File: src/rtl/turn_signal_ctrl.sv
// Arbitrates stalk, lane-change tap and hazard requests into left/right commands
// and a paced step enable for the tail-light sequencer, plus a separate hazard lamp.
module turn_signal_ctrl #(
    parameter int TICK_DIV     = 25_000_000,
    parameter int LANE_FLASHES = 3
) (
    input  logic                                   clk,
    input  logic                                   reset,
    input  logic                                   req_left,
    input  logic                                   req_right,
    input  logic                                   hazard,
    input  logic                                   lane_pulse_left,
    input  logic                                   lane_pulse_right,
    output logic                                   seq_left,
    output logic                                   seq_right,
    output logic                                   step,
    output logic                                   hazard_lamp,
    output logic [1:0]                             owner,
    output logic                                   busy,
    output logic [2:0]                             dbg_state,
    output logic [$clog2(4*LANE_FLASHES+1)-1:0]    dbg_lane_cnt
);
    localparam int CNT_W = $clog2(TICK_DIV);
    localparam int LC_W  = $clog2(4*LANE_FLASHES+1);
    localparam logic [CNT_W-1:0] DIV_MAX   = CNT_W'(TICK_DIV - 1);
    localparam logic [LC_W-1:0]  LANE_LOAD = LC_W'(4*LANE_FLASHES);

    typedef enum logic [2:0] {
        S_IDLE   = 3'd0,
        S_HOLD_L = 3'd1,
        S_HOLD_R = 3'd2,
        S_LANE_L = 3'd3,
        S_LANE_R = 3'd4,
        S_GAP    = 3'd5,
        S_HAZ    = 3'd6
    } state_t;

    state_t            state_q, state_d, target_q, target_d;
    logic [CNT_W-1:0]  div_q, div_d;
    logic [LC_W-1:0]   lane_cnt_q, lane_cnt_d;
    logic [1:0]        phase_q, phase_d;
    logic              step_q;
    logic              seq_left_q, seq_right_q, hazard_lamp_q, busy_q;
    logic [1:0]        owner_q;

    // A held request or tap only counts when exactly one side is asserted.
    logic held_l, held_r, tap_l, tap_r;
    assign held_l = req_left & ~req_right;
    assign held_r = req_right & ~req_left;
    assign tap_l  = lane_pulse_left & ~lane_pulse_right;
    assign tap_r  = lane_pulse_right & ~lane_pulse_left;

    assign div_d = (div_q == DIV_MAX) ? '0 : div_q + CNT_W'(1);

    always_comb begin
        state_d    = state_q;
        target_d   = target_q;
        lane_cnt_d = lane_cnt_q;
        phase_d    = phase_q;
        if (hazard) begin
            if (state_q != S_HAZ) begin
                state_d = S_HAZ;
                phase_d = 2'd0;
            end else if (step_q) begin
                phase_d = phase_q + 2'd1;
            end
        end else begin
            case (state_q)
                S_IDLE: begin
                    if (held_l)     state_d = S_HOLD_L;
                    else if (held_r) state_d = S_HOLD_R;
                    else if (tap_l) begin state_d = S_LANE_L; lane_cnt_d = LANE_LOAD; end
                    else if (tap_r) begin state_d = S_LANE_R; lane_cnt_d = LANE_LOAD; end
                end
                S_HOLD_L: begin
                    if (held_r)      begin state_d = S_GAP; target_d = S_HOLD_R; end
                    else if (!held_l) state_d = S_IDLE;
                end
                S_HOLD_R: begin
                    if (held_l)      begin state_d = S_GAP; target_d = S_HOLD_L; end
                    else if (!held_r) state_d = S_IDLE;
                end
                S_LANE_L: begin
                    if (held_l)     state_d = S_HOLD_L;
                    else if (held_r) begin state_d = S_GAP; target_d = S_HOLD_R; end
                    else if (tap_r)  begin state_d = S_GAP; target_d = S_LANE_R; end
                    else if (tap_l)  lane_cnt_d = LANE_LOAD;
                    else if (step_q) begin
                        if (lane_cnt_q <= LC_W'(1)) state_d = S_IDLE;
                        else lane_cnt_d = lane_cnt_q - LC_W'(1);
                    end
                end
                S_LANE_R: begin
                    if (held_r)     state_d = S_HOLD_R;
                    else if (held_l) begin state_d = S_GAP; target_d = S_HOLD_L; end
                    else if (tap_l)  begin state_d = S_GAP; target_d = S_LANE_L; end
                    else if (tap_r)  lane_cnt_d = LANE_LOAD;
                    else if (step_q) begin
                        if (lane_cnt_q <= LC_W'(1)) state_d = S_IDLE;
                        else lane_cnt_d = lane_cnt_q - LC_W'(1);
                    end
                end
                // Sequencer is held off until the next step clears its pattern.
                S_GAP: begin
                    if (step_q) begin
                        case (target_q)
                            S_HOLD_L: state_d = held_l ? S_HOLD_L : S_IDLE;
                            S_HOLD_R: state_d = held_r ? S_HOLD_R : S_IDLE;
                            S_LANE_L: begin state_d = S_LANE_L; lane_cnt_d = LANE_LOAD; end
                            S_LANE_R: begin state_d = S_LANE_R; lane_cnt_d = LANE_LOAD; end
                            default:  state_d = S_IDLE;
                        endcase
                    end
                end
                S_HAZ: begin
                    if (held_l)      state_d = S_HOLD_L;
                    else if (held_r) state_d = S_HOLD_R;
                    else             state_d = S_IDLE;
                end
                default: state_d = S_IDLE;
            endcase
        end
        if (state_d != S_LANE_L && state_d != S_LANE_R) lane_cnt_d = '0;
        if (state_d != S_HAZ) phase_d = 2'd0;
    end

    always_ff @(posedge clk or posedge reset) begin
        if (reset) begin
            state_q       <= S_IDLE;
            target_q      <= S_IDLE;
            div_q         <= '0;
            step_q        <= 1'b0;
            lane_cnt_q    <= '0;
            phase_q       <= 2'd0;
            seq_left_q    <= 1'b0;
            seq_right_q   <= 1'b0;
            hazard_lamp_q <= 1'b0;
            owner_q       <= 2'b00;
            busy_q        <= 1'b0;
        end else begin
            state_q       <= state_d;
            target_q      <= target_d;
            div_q         <= div_d;
            step_q        <= (div_q == DIV_MAX);
            lane_cnt_q    <= lane_cnt_d;
            phase_q       <= phase_d;
            seq_left_q    <= (state_d == S_HOLD_L) || (state_d == S_LANE_L);
            seq_right_q   <= (state_d == S_HOLD_R) || (state_d == S_LANE_R);
            hazard_lamp_q <= (state_d == S_HAZ) && !phase_d[1];
            busy_q        <= (state_d != S_IDLE);
            case (state_d)
                S_HOLD_L, S_LANE_L: owner_q <= 2'b01;
                S_HOLD_R, S_LANE_R: owner_q <= 2'b10;
                S_HAZ:              owner_q <= 2'b11;
                default:            owner_q <= 2'b00;
            endcase
        end
    end

    assign seq_left     = seq_left_q;
    assign seq_right    = seq_right_q;
    assign step         = step_q;
    assign hazard_lamp  = hazard_lamp_q;
    assign owner        = owner_q;
    assign busy         = busy_q;
    assign dbg_state    = state_q;
    assign dbg_lane_cnt = lane_cnt_q;
endmodule

File: config.mk
export PLATFORM = sky130hd
export DESIGN_NAME = turn_signal_ctrl
export DESIGN_NICKNAME = d
export VERILOG_FILES = /design/src/rtl/turn_signal_ctrl.sv
export SDC_FILE = /design/constraint.sdc
export NUM_CORES = 1
export LEC_CHECK = 0
export CAP_MARGIN = 10
export CORE_MARGIN = 2
export CORE_UTILIZATION = 40
export CTS_BUF_LIST = sky130_fd_sc_hd__clkbuf_8
export CTS_CLUSTER_DIAMETER = 80
export DETAILED_ROUTE_END_ITERATION = 7
export GPL_ROUTABILITY_DRIVEN = 0
export GPL_TIMING_DRIVEN = 0
export PLACE_DENSITY = 0.6
export SLEW_MARGIN = 20
export SYNTH_ARGS = -nofsm -noshare
export SYNTH_HDL_FRONTEND = slang
export SYNTH_SLANG_ARGS = --single-unit
File: constraint.sdc
create_clock -name clk -period 6.2 [get_ports clk]
set_input_delay 1.24 -clock clk [delete_from_list [all_inputs] [get_ports clk]]
set_output_delay 1.24 -clock clk [all_outputs]
set_load 0.02 [all_outputs]
[Word level (Yosys, flattened, before mapping)]
Cells that the tools add are included.
Word-level totals
  bits in registers: 44
  bits in latches: 0
  bits in writable memories: 0
  memory bits (read-only): 0
  input bits: 7
  word-level logic and storage cells: 140
  memories: 0
Cells by class
  add/subtract/negate cells: 3
  $mul: 0
  divide/modulo/power cells: 0
  $lt $le $gt $ge: 1
  equality and inequality tests: 38
  shift-type cells: 0
  muxes and demuxes: 60
  bitwise operators: 9
  reduce and logical (&&, ||, !) cells: 17
Operator list (count)
  3-bit two-way mux: 29
  4-bit two-way mux: 18
  3-bit != test (second input constant): 15
  25-bit by 1-bit adder with 25-bit output (second input constant): 1
  25-bit equality test (second input constant): 1
  25-bit two-way mux: 1
  3-bit one-hot mux with 4 select lines: 2
  3-bit one-hot mux with 7 select lines: 1
  3-bit by 2-bit equality test with 1-bit output (second input constant): 6
  3-bit equality test (second input constant): 6
  4-bit one-hot mux with 4 select lines: 1
  13-bit AND reduction: 1
  2-bit two-way mux: 6
  3-bit by 1-bit equality test with 1-bit output (second input constant): 3
  2-bit != test (second input constant): 4
  8-bit AND reduction: 1
  2-bit one-hot mux with 3 select lines: 1
  3-bit nonzero test: 2
  2-bit OR reduction: 3
  1-bit NOT: 5
  5-bit nonzero test: 1
  1-bit AND: 4
  4-bit by 1-bit less-or-equal comparator with 1-bit output (second input constant): 1
  4-bit != test (second input constant): 1
  12 further kinds: 14

[Logic depth before layout (Yosys ltp)]
Gate-level depths: netlist (run 1).
  depth in word-level cells: 13
  mapped depth: 8
  depth with buffers taken out: 8

[Worst setup path after synthesis (run 1)]
No wires, ideal clock.
  kind: input port to flip-flop
  start point: in lane_pulse_left
  end point: reg owner_q[0] (netlist: owner[0])
  library setup time: 0.124 ns
  arrival: 2.821 ns
  data required time: 6.076 ns
  setup slack: 3.255 ns
  stages: 7
  buffers on the path: 0
  path through: inv_1 -> ha_1 -> or4b_1 -> o31ai_1 -> a31oi_2 -> and2_1 -> or2_1
Between the ends
  word-level cells in the longest chain between the ends: 11
  elaborated cells between the ends (all ways): 25
RTL lines
  start, declared: RTL line 12  | input logic lane_pulse_left,
  1-bit NOT: RTL line 51  | assign tap_r = lane_pulse_right & ~lane_pulse_left;
  1-bit AND: RTL line 51
  3-bit two-way mux, on equally long branches: RTL line 97, 73
  3-bit two-way mux, on equally long branches: RTL line 96, 72
  3-bit two-way mux, on equally long branches: RTL line 95, 71
  3-bit two-way mux, on equally long branches: RTL line 94, 70
  3-bit one-hot mux with 7 select lines *: RTL line 68  | case (state_q)
  3-bit two-way mux *: RTL line 60  | if (hazard) begin
  via state_d[0]: RTL line 38  | state_t state_q, state_d, target_q, target_d;
  3-bit by 2-bit equality test with 1-bit output (tied with other cells): RTL line 151  | case (state_d)
  2-bit OR reduction: RTL line 151
  2-bit one-hot mux with 3 select lines *: RTL line 151
  end signal, assigned: RTL line 152  | S_HOLD_L, S_LANE_L: owner_q <= 2'b01;
  end signal, assigned: RTL line 153  | S_HOLD_R, S_LANE_R: owner_q <= 2'b10;
  end signal, assigned: RTL line 154  | S_HAZ: owner_q <= 2'b11;
  end, declared: RTL line 44  | logic [1:0] owner_q;
Mark *: on every way through the listed nets, which the timed path passes. The rest lies on a longest branch.
A chain may end at the register's enable or synchronous reset.

[Worst setup path in the final report (run 1)]
  start point: in lane_pulse_left
  end point: reg lane_cnt_q[1] (netlist: dbg_lane_cnt[1])
Between the ends
  word-level cells in the longest chain between the ends: 12
  elaborated cells between the ends (all ways): 48
RTL lines
  1-bit NOT: RTL line 51
  1-bit AND: RTL line 51
  3-bit two-way mux, on equally long branches: RTL line 97, 73
  3-bit two-way mux, on equally long branches: RTL line 96, 72
  3-bit two-way mux, on equally long branches: RTL line 95, 71
  3-bit two-way mux, on equally long branches: RTL line 94, 70
  3-bit one-hot mux with 7 select lines *: RTL line 68
  3-bit two-way mux *: RTL line 60
  via state_d[0]: RTL line 38
  3-bit by 2-bit != test with 1-bit output or 3-bit != test (tied branches): RTL line 123  | if (state_d != S_LANE_L && state_d != S_LANE_R) lane_cnt_d = '0;
  1-bit logical AND *: RTL line 123
  4-bit != test (no line) (tied with other cells)
  13-bit AND reduction (no line)
  end signal, assigned: RTL line 145  | lane_cnt_q <= lane_cnt_d;
  end, declared: RTL line 40  | logic [LC_W-1:0] lane_cnt_q, lane_cnt_d;
Mark *: on every way through the listed nets, which the timed path passes. The rest lies on a longest branch. The select of a mux whose other input is x is not followed.

==> summary.md, run 1 <==
| Metric | Value |
|---|---|
| Critical-path top delay cell | or4b_1 |
| Skew final | roughly 0.0056 ns |
| Commonest cells after routing, fill and taps aside | dfrtp_1, nor2_1, nand2_1 |
| Clock buffer depth | 2 |
| CP Class | in -> reg |
| CP Data Required Time | 6.37 ns |
| Final setup TNS | 0 ns |
| Final setup violating endpoints | 0 |
| Wire per inst | 13.6 µm |
| Yosys cell types | 54 |
| Crit. End Element | flop |
| DP Cell Count | 358 |
| Row Count | 28 |
| Flip-flop and latch count after synthesis | between 40 and 50 |
| Critical path data arrival time | approximately 3.7 ns |
| Layout cell share with drive strength beyond 1 | ~7.6% |
| Commonest non-fill, non-tap cell in the layout | dfrtp_1 |
| Seq/Total Area, Yosys | between 40 and 50% |
| DRC | 0 |
| Initial drt markers | 125 |
| Syn_nets | 276 |
| Setup repair after global routing missed its margin | no |
| GRT overflow | 0 |
| Total CTS buffers | 5 |
| Max transition margin | 63.1% |
| Fmax | approximately 290 MHz |
| Worst-path clk slew | about 0.08 ns |
| Asr flop ratio synth | between 90% and 100% |
| Hold buffer count at CTS | 0 |
| Power per Cell Area | 245 nW/µm² |
| Footprint of the multi-input gates | 1280 µm² |
| First-pass GRT wire length | about 9000 µm |
| Die area | between 6000 and 7000 µm² |
| Share of the synthesized area in the top cell type | between 40% and 50% |
| Worst path bufs/invs | 2 |
| Worst VDD drop | around 0.14 mV |
| Critical path cell sequence | clkdlybuf4s50_1 -> inv_1 -> ha_1 -> or4b_1 -> o31ai_1 -> a31oi_2 -> mux2i_1 -> nor2_1 |
| Fill cells | 587 |
| Starting Density | around two fifths |
| CTS sink cnt | 44 |
| Hold crit path type | reg -> reg |
| Vias in the first global route | between 1,500 and 2,000 |
| FF+latch area | between 1000 and 1500 µm² |
| Least-Margin Pin Slew | approximately 0.55 ns |
| Via density | between 5 and 6 |
| Crit-path max FO | 7 |
| I/O pins | 21 |
| Synth warn | 0 |
| IO Port Bufs | 18 |
| Fin crit period | ~3.5 ns |
| Fin. Hold Viols | 0 |
| Die Ht | slightly above 80 µm |
| Dominant cell type by area after synthesis | dfrtp_1 |
| Antenna-violating nets left | 0 |
| DPL Wire Length | between 3000 and 4000 µm |
| Area after DPL | 2790 µm² |
| Leakage power | 1.22 nW |
| CTS resizes | 0 |
| Maxcap violations | 0 |
| Final Non-Filler Cells | about 370 |
| Core Footprint | slightly below 6000 µm² |
| Delay-heaviest family, CP | simple AND/OR/NAND/NOR gates |
| Post-Syn Area per Cell | ~9.4 µm² |
| Drt total wl | around 5000 µm |
| Area grow syn2layout | 18.2% |
| Die W | between 80 and 90 µm |
| Mapped cell area | roughly 2500 µm² |
| Postcts setup bufs | 0 |
| Final cell utilization of the core | about half |
| EDFF count, synth | 0 |
| Net count, final | between 300 and 400 |
| Final Max Slew Viols | 0 |
| All-Layer GR Usage | roughly 15% |
| Via total after detailed routing | slightly below 2,000 |
| Drt pass-1 iters | 4 |
| Max stage delay on crit path | roughly 0.59 ns |
| Root buffer cell | clkbuf_8 |
| Post-route cell area | about 2900 µm² |
| H-tree depth | 2 |
| Synth area leaders | dfrtp_1, xnor2_1, nor2_1 |
| R2R setup slack | about 3.9 ns |
| Synth Instances | approximately 260 |
| Clk_lat worst skew | 0.29 ns |
| CTS tree | yes |
| Largest net degree at the start of global routing | 27 |
| Initial antenna violation count | 0 |
| # diodes | 0 |
| Final period utilization | between 50% and 60% |
| CP Launch Type | input pin |
| Most used DFF post-synth | dfrtp_1 |
| Status | finished clean |
==> layout make-up <==
cell class,instances,area share [%]
Tap cell,75,3.19
Clock buffer,5,2.34
Sequential cell,44,37.4
Buffer,8,2.21
Timing Repair Buffer,19,6.80
Inverter,13,1.66
Clock inverter,3,3.06
Multi-Input combinational cell,199,43.3
==> synth_stat cells (2+ instances only) <==
| library cell | n |
|---|---|
| dfrtp_1 | 44 |
| nor2_1 | 32 |
| nand2_1 | 21 |
| xnor2_1 | 14 |
| nand3_1 | 12 |
| nor3_1 | 12 |
| inv_1 | 11 |
| xor2_1 | 11 |
| a21oi_1 | 10 |
| and3_1 | 9 |
| o21ai_0 | 7 |
| nand2b_1 | 6 |
| ha_1 | 5 |
| nand4_1 | 5 |
| nor2b_1 | 5 |
| a22oi_1 | 4 |
| nand3b_1 | 4 |
| a31oi_1 | 3 |
| clkbuf_1 | 3 |
| o21ai_1 | 3 |
| and4_1 | 2 |
| buf_6 | 2 |
| inv_2 | 2 |
| maj3_1 | 2 |
| mux2_1 | 2 |
| mux2i_1 | 2 |
| o31ai_1 | 2 |
| or2_1 | 2 |
| or3_1 | 2 |
==> registers in the layout, indices dropped and copies added, names as in the netlist <==
register / cells
div_q: 25
dbg_lane_cnt: 4
dbg_state: 3
target_q: 3
owner: 2
phase_q: 2
busy: 1
hazard_lamp: 1
seq_left: 1
seq_right: 1
step: 1
==> kinds of logic after synthesis <==
family,Yosys count,share of synthesized area (%)
fa+ha+maj,7,3.31
flops,44,44.2
mux,4,1.71
simple gates,120,24.8
xor+xnor,25,8.79
buf+inv,21,4.57
compound gates,43,12.6
==> through the flow <==
step	setup WS (ns)	power [mW]	hold slack, ns
floorplan	3.25	0.392	0.451
global placement	2.38	0.428	0.479
detailed placement	2.39	0.430	0.488
CTS	2.71	0.730	0.499
global route	2.57	0.757	0.530
finish	2.69	0.721	0.501
==> worst paths after layout <==
path	to	cells after the start	start
worst min-delay path	div_q[4]	1	div_q[4]
max in group asynchronous	div_q[0]	3	reset
worst max register to register	dbg_lane_cnt[1]	7	dbg_lane_cnt[0]
min in group asynchronous	div_q[13]	2	reset
worst max-delay path	dbg_lane_cnt[1]	8	lane_pulse_left
worst min register to register	div_q[4]	1	div_q[4]
==> power by group <==
| group | switching, mW | internal, mW |
|---|---|---|
| logic | 0.0633 | 0.0486 |
| clock network | 0.0959 | 0.201 |
| registers | 0.0115 | 0.301 |
==> routing by layer <==
layer / track usage [%] / share of wire [%] / up-vias
met1: 22.6 / 53 / 940
met2: 21.6 / 43 / 43
met5: 0 / 0 / -
met3: 3.78 / 3.8 / 6
li1: - / - / 975
met4: 4.77 / 0.98 / 0
No activity file was read; power rests on OpenSTA's default activity.
==> inputs of run 2 (changes only) <==
--- a/config.mk
+++ b/config.mk
@@ -13,7 +13,7 @@
 export DETAILED_ROUTE_END_ITERATION = 7
 export GPL_ROUTABILITY_DRIVEN = 0
 export GPL_TIMING_DRIVEN = 0
-export PLACE_DENSITY = 0.6
+export PLACE_DENSITY = 0.62
 export SLEW_MARGIN = 20
 export SYNTH_ARGS = -nofsm -noshare
 export SYNTH_HDL_FRONTEND = slang
==> constraint.sdc (replaced) <==
create_clock -name clk -period 2.8 [get_ports clk]
set_input_delay 0.56 -clock clk [delete_from_list [all_inputs] [get_ports clk]]
set_output_delay 0.56 -clock clk [all_outputs]
set_load 0.02 [all_outputs]
==> run 2 against run 1 <==
  * Clock-buffer cell count stayed put
  * Non-clock buffer count stayed put
  * Sequential share of layout area is 0.27 points higher
  * Hold slack worse by 0.012 ns
  * Cell area is 0.72% lower
  * Die area stayed put
  * Sequential power is 120% higher
  * Combinational power is 130% higher
  * Clock skew is 0.0043 ns higher
==> summary.md, run 2 (synthesis gave the netlist of run 1 again) <==
| Metric | Value |
|---|---|
| Status | finished clean |
| Antenna-violating nets left | 0 (unchanged) |
| Max FFs per register | 25 (unchanged) |
| Clock power frac | 33.5% (-7.7 points) |
| Hold buffer count at CTS | 0 (unchanged) |
| Final setup TNS | 0 ns (unchanged) |
| Crit-path max FO | 7 (unchanged) |
| Max stage delay on crit path | 0.60 ns (about the same) |
| Fmax | between 300 and 400 MHz |
| DRC | 0 (unchanged) |
| CP Launch Type | input pin |
| GRT overflow | 0 (unchanged) |
| I/O pins | 21 (unchanged) |
| Maxcap violations | 0 (unchanged) |
| Fin. Hold Viols | 0 (unchanged) |
| Via total after detailed routing | 1,901 (-3.2%) |
| Delay-heaviest family, CP | simple AND/OR/NAND/NOR gates |
| Initial antenna violation count | 0 (unchanged) |
| P_int | 1.04 mW (+89%) |
| Hold crit path type | reg -> reg |
| Root buffer cell | clkbuf_8 |
| Clock buffer depth | 2 (unchanged) |
| Total Power | 1.43 mW (+98%) |
| Worst VDD drop | 0.253 mV (+74%) |
| Die Ht | 82.9 µm (unchanged) |
| Sw Pwr | 0.388 mW (+130%) |
| H-tree depth | 2 (unchanged) |
| Area grow syn2layout | 17.3% |
| Crit. End Element | flop |
| Max transition margin | 66.5% (+3.3 points) |
| Row Count | 28 (unchanged) |
| # diodes | 0 (unchanged) |
| Final Max Slew Viols | 0 (unchanged) |
| Sequential Power Share | 48.4% (+5.1 points) |
| Worst-path clk slew | 0.09 ns (about the same) |
| IO Port Bufs | 18 (unchanged) |
| Layout cell share with drive strength beyond 1 | 8.25% (+0.69 points) |
| CTS sink cnt | 44 (unchanged) |
| First-pass GRT wire length | 8760 µm (-0.23%) |
| Via density | 5.19 (-3.2%) |
| Most flops, register | div_q |
| Net count, final | 302 (unchanged) |
| Total CTS buffers | 5 (unchanged) |
| Skew final | 0.00992 ns (+0.00433 ns) |
| Initial drt markers | 109 (-13%) |
| Fill cells | 585 (-0.34%) |
| R2R setup slack | 0.50 ns (-3.37 ns) |
| Commonest cells after routing, fill and taps aside | dfrtp_1, nor2_1, nand2_1 |
| Die area | 6870 µm² (unchanged) |
| Final period utilization | between 90% and 100% |
| Critical-path top delay cell | or4b_1 |
| Power per Cell Area | 489 nW/µm² (+100%) |
| Drt pass-1 iters | 4 (unchanged) |
| Wire per inst | 13.5 µm (-0.74%) |
| CTS tree | yes |
| Worst path bufs/invs | 2 (unchanged) |
| Die W | 82.9 µm (unchanged) |
| Least-Margin Pin Slew | 0.499 ns (-0.0496 ns) |
| Final cell utilization of the core | 49.1% (-0.36 points) |
| Fin crit period | around 2.7 ns |
| Starting Density | 41.8% (unchanged) |
| Comb pwr share | 18.1% (+2.6 points) |
| CP Class | in -> reg |
| Setup repair after global routing missed its margin | no |
| Drt total wl | 4940 µm (-0.74%) |
| Commonest non-fill, non-tap cell in the layout | dfrtp_1 |
| Largest net degree at the start of global routing | 33 (+22%) |
| Vias in the first global route | 1,835 (-3.7%) |
| CP Data Required Time | 2.98 ns (-3.39 ns) |
| Critical path cell sequence | clkdlybuf4s50_1 -> inv_1 -> ha_1 -> or4b_1 -> o31ai_1 -> a211o_1 -> and3_1 -> nor2b_1 -> nand2b_1 |
| DPL Wire Length | 3720 µm (+2.7%) |
| All-Layer GR Usage | 15.3% (+0.18 points) |
| Final setup violating endpoints | 0 (unchanged) |
| Sw frac | 27.1% (+3.5 points) |
| Core Footprint | 5960 µm² (unchanged) |
| Clk_lat worst skew | 0.29 ns (about the same) |
| Critical path data arrival time | 2.88 ns (-0.80 ns) |
| Leakage power | 1.20 nW (-1.7%) |
==> run 2: cell count changes in the layout (fill, tap and decap cells not counted), sizes merged <==
cell	before	now
bufinv	3	1
clkinv	0	1
clkinvlp	0	1
==> run 2: final cells by class <==
class	count	area (µm²)	area share [%]
Multi-Input combinational cell	199	1300	44.6
Sequential cell	44	1100	37.7
Timing Repair Buffer	19	200	6.85
Tap cell	75	93.8	3.21
Clock buffer	5	68.8	2.35
Buffer	8	65.1	2.23
Inverter	13	48.8	1.67
Clock inverter	3	42.5	1.46
==> run 2: path summary, 6_finish.rpt <==
path / startpoint / to / cells past startpoint
max: lane_pulse_left / busy / 9
min: div_q[4] / div_q[4] / 1
max reg2reg: dbg_lane_cnt[0] / owner[0] / 8
min reg2reg: div_q[4] / div_q[4] / 1
max in group asynchronous: reset / div_q[13] / 3
min in group asynchronous: reset / div_q[4] / 2
==> run 2: through the flow <==
| stage | setup WS (ns) | cell area [µm²] | hold slack, ns | instances |
|---|---|---|---|---|
| 4_1_cts | 0.0534 | 2900 | 0.494 | 366 |
| 2_1_floorplan | 0.535 | 2490 | 0.451 | 264 |
| 6_report | 0.0979 | 2920 | 0.490 | 366 |
| 5_1_grt | 0.00938 | 2920 | 0.534 | 366 |
| 3_5_place_dp | -0.339 | 2790 | 0.477 | 358 |
| 3_3_place_gp | -0.309 | 2770 | 0.477 | 357 |
==> run 2: metal layers <==
layer	wire, µm	vias up	GRT usage [%]
met5	0	-	0
met4	27	0	4.62
met3	175	2	3.58
met2	2250	31	22.7
met1	2480	897	22.4
li1	-	971	-
==> run 2: repair_timing <==
| item | 4_1_cts | 5_1_grt |
|---|---|---|
| setup buffers | 0 | 0 |
| setup endpoints to repair | 3 | 5 |
| gates resized for setup | 1 | 3 |
==> run 2: power groups by stage <==
stage	Sequential (mW)	Clock, mW	Combinational [mW]
3_5_place_dp	0.705	0	0.251
5_1_grt	0.697	0.537	0.283
4_1_cts	0.692	0.501	0.254
6_report	0.692	0.479	0.259
2_1_floorplan	0.720	0	0.148
3_3_place_gp	0.703	0	0.248
==> run 2: worst reg2reg max path: stages, from the launching register on <==
cell and delay [ns]:
dfrtp_1 0.43, inv_1 0.06, ha_1 0.23, o21bai_1 0.40, o31ai_1 0.14, a211o_1 0.33, and3_1 0.20, and2_1 0.18
or2_1 0.21
==> inputs of run 3 (changes only) <==
--- a/config.mk
+++ b/config.mk
@@ -5,6 +5,7 @@
 export SDC_FILE = /design/constraint.sdc
 export NUM_CORES = 1
 export LEC_CHECK = 0
+export ABC_AREA = 1
 export CAP_MARGIN = 10
 export CORE_MARGIN = 2
 export CORE_UTILIZATION = 40
@@ -13,7 +14,7 @@
 export DETAILED_ROUTE_END_ITERATION = 7
 export GPL_ROUTABILITY_DRIVEN = 0
 export GPL_TIMING_DRIVEN = 0
-export PLACE_DENSITY = 0.62
+export PLACE_DENSITY = 0.61
 export SLEW_MARGIN = 20
 export SYNTH_ARGS = -nofsm -noshare
 export SYNTH_HDL_FRONTEND = slang
==> run 3 against run 2 <==
  * Area after synthesis up 11%
  * Cell area up 9.7%
  * Highest routed layer unchanged
  * Cell count up 35%
  * Total power up 12%
  * Largest cell class unchanged
==> summary.md, run 3 <==
| Metric | Value |
|---|---|
| CP Data Required Time | 2.99 ns (about the same) |
| Total Power | 1.60 mW (+12%) |
| Met2 Resource Use GR | 27.5% (+4.8 points) |
| Layout cell share with drive strength beyond 1 | 6.76% (-1.5 points) |
| Max transition margin | 53.0% (-13 points) |
| Most flops, register | div_q |
| Crit-path max FO | 6 (-1) |
| CTS sink cnt | 44 (unchanged) |
| DRC | 0 (unchanged) |
| Core Footprint | 6720 µm² (+13%) |
| Antenna-violating nets left | 0 (unchanged) |
| Post-Syn Area per Cell | 7.14 µm² (-24%) |
| Final setup TNS | 0 ns (unchanged) |
| Fin. Hold Viols | 0 (unchanged) |
| Initial antenna violation count | 0 (unchanged) |
| IO Port Bufs | 20 (+2) |
| Syn_nets | 398 (+44%) |
| Dominant cell type by area after synthesis | dfrtp_1 |
| Critical-path top delay cell | clkdlybuf4s50_1 |
| Total CTS buffers | 5 (unchanged) |
| Die Ht | 87.0 µm (+5.0%) |
| Synth Instances | 386 (+46%) |
| Least-Margin Pin Slew | 0.699 ns (+0.200 ns) |
| CP Launch Type | input pin |
| Worst VDD drop | 0.247 mV (-2.1%) |
| Postcts setup bufs | 0 (unchanged) |
| Synth area leaders | dfrtp_1, nand2_1, inv_1 |
| Setup repair after global routing missed its margin | no |
| Row Count | 30 (+7.1%) |
| Critical path data arrival time | 2.49 ns (-0.39 ns) |
| Worst-path clk slew | 0.08 ns (about the same) |
| Top cell by count, worst path | inv_1 |
| Drt total wl | 6060 µm (+23%) |
| Max FFs per register | 25 (unchanged) |
| Largest net degree at the start of global routing | 30 (-9.1%) |
| Mapped cell area | 2760 µm² (+11%) |
| Delay-heaviest family, CP | buffers and inverters |
| Final setup violating endpoints | 0 (unchanged) |
| Crit. End Element | flop |
| Via total after detailed routing | 2,474 (+30%) |
| GRT overflow | 0 (unchanged) |
| WHS | 0.465 ns (-0.0241 ns) |
| Seq/Total Area, Yosys | 39.9% (-4.3 points) |
| Hold crit path type | reg -> reg |
| Worst path bufs/invs | 4 (+2) |
| Critical path cell sequence | clkdlybuf4s50_1 -> inv_1 -> ha_1 -> inv_1 -> nand4_1 -> nand2_1 -> nand3_1 -> nor2_1 -> nand2_1 -> o21ai_0 -> inv_1 |
| Commonest cells after routing, fill and taps aside | nand2_1, inv_1, nor2_1 |
| Met3 Usage GRT | 3.13% (-0.45 points) |
| Share of the synthesized area in the top cell type | 39.9% (-4.3 points) |
| Yosys cell types | 32 (-41%) |
| Root buffer cell | clkbuf_8 |
| I/O pins | 21 (unchanged) |
| All-Layer GR Usage | 16.9% (+1.5 points) |
| Drt pass-1 iters | 4 (unchanged) |
| Net count, final | 426 (+41%) |
| Fmax | 433 MHz (+17%) |
| Count leader, synth | nand2_1 |
| Final period utilization | 82.4% (-14 points) |
| H-tree depth | 2 (unchanged) |
| Commonest non-fill, non-tap cell in the layout | nand2_1 |
| Initial drt markers | 163 (+50%) |
| Die area | 7570 µm² (+10%) |
| Vias in the first global route | 2,273 (+24%) |
| Clock buffer depth | 2 (unchanged) |
| Hold buffer count at CTS | 0 (unchanged) |
| Maxcap violations | 0 (unchanged) |
| Starting Density | 41.0% (-0.78 points) |
| Power per Cell Area | 500 nW/µm² (+2.2%) |
| Wire per inst | 12.3 µm (-9.1%) |
| Clk_lat worst skew | 0.30 ns (about the same) |
| Skew final | 0.00958 ns (-0.000346 ns) |
| CTS resizes | 0 (-1) |
| Asr flop ratio synth | 100% (unchanged) |
| DPL Wire Length | 4640 µm (+25%) |
| Leakage power | 1.56 nW (+30%) |
| Final Max Slew Viols | 0 (unchanged) |
| Max stage delay on crit path | 0.49 ns (-0.11 ns) |
| Most used DFF post-synth | dfrtp_1 |
| Area grow syn2layout | 16.3% |
| Most common library cells after synthesis | nand2_1, inv_1, nor2_1, dfrtp_1, nand3_1 |
| Die W | 87.0 µm (+5.0%) |
| Flip-flop and latch count after synthesis | 44 (unchanged) |
| CP Class | in -> reg |
| # diodes | 0 (unchanged) |
| Via density | 5.01 (-3.6%) |
| GRT busiest layer | met2 |
| Status | finished clean |
| Fin crit period | 2.31 ns (-0.395 ns) |
| Met1 Usage GRT | 21.8% (-0.60 points) |
| First-pass GRT wire length | 10,000 µm (+15%) |
| Synth warn | 0 (unchanged) |
| CTS tree | yes |
| EDFF count, synth | 0 (unchanged) |
==> run 3: power by group <==
part | switching [mW] | internal, mW
registers | 0.0306 | 0.672
clock network | 0.208 | 0.351
logic | 0.218 | 0.124
total | 0.457 | 1.15
==> run 3: stage by stage <==
| stage | std cells | area [µm²] | utilization (%) | setup slack (ns) |
|---|---|---|---|---|
| 5_1_grt | 494 | 3210 | 47.7 | 0.385 |
| 3_5_place_dp | 487 | 3080 | 45.8 | 0.184 |
| 6_report | 494 | 3210 | 47.7 | 0.493 |
| 4_1_cts | 494 | 3210 | 47.7 | 0.511 |
| 3_3_place_gp | 486 | 3060 | 45.5 | 0.206 |
| 2_1_floorplan | 386 | 2760 | - | 1.07 |
==> run 3: final timing paths <==
path	startpoint	end	slack, ns	cells past startpoint
worst max-delay path	lane_pulse_right	owner[1]	0.49	11
worst min-delay path	div_q[0]	div_q[0]	0.47	1
worst max register to register	div_q[0]	div_q[17]	0.78	10
worst min register to register	div_q[0]	div_q[0]	0.47	1
max in group asynchronous	reset	phase_q[1]	1.78	3
min in group asynchronous	reset	div_q[2]	0.55	2
==> run 3: area by class of cell <==
cell class | count | area, µm²
fillers | 680 | 3510
multi-input cells | 270 | 1370
flip-flops and latches | 44 | 1100
inverters | 65 | 244
repair buffers | 21 | 220
well taps | 80 | 100
clock buffers | 5 | 68.8
clock inverters | 2 | 60.1
plain buffers | 7 | 41.3
==> run 3: logic make-up (layout without fill, tap and decap cells) <==
family,count (synthesis),count (layout),share of synthesized area [%]
flops,44,44,39.9
buf+inv,72,100,10.3
simple gates,200,200,33.1
xor+xnor,15,15,4.76
compound gates,50,50,9.57
fa+ha+maj,5,5,2.27
==> run 3: layer usage <==
metal  up-vias  wire [µm]
met5         -          0
met4         0        165
met3        14        245
met2        42       2800
met1      1128       2840
li1       1290          -
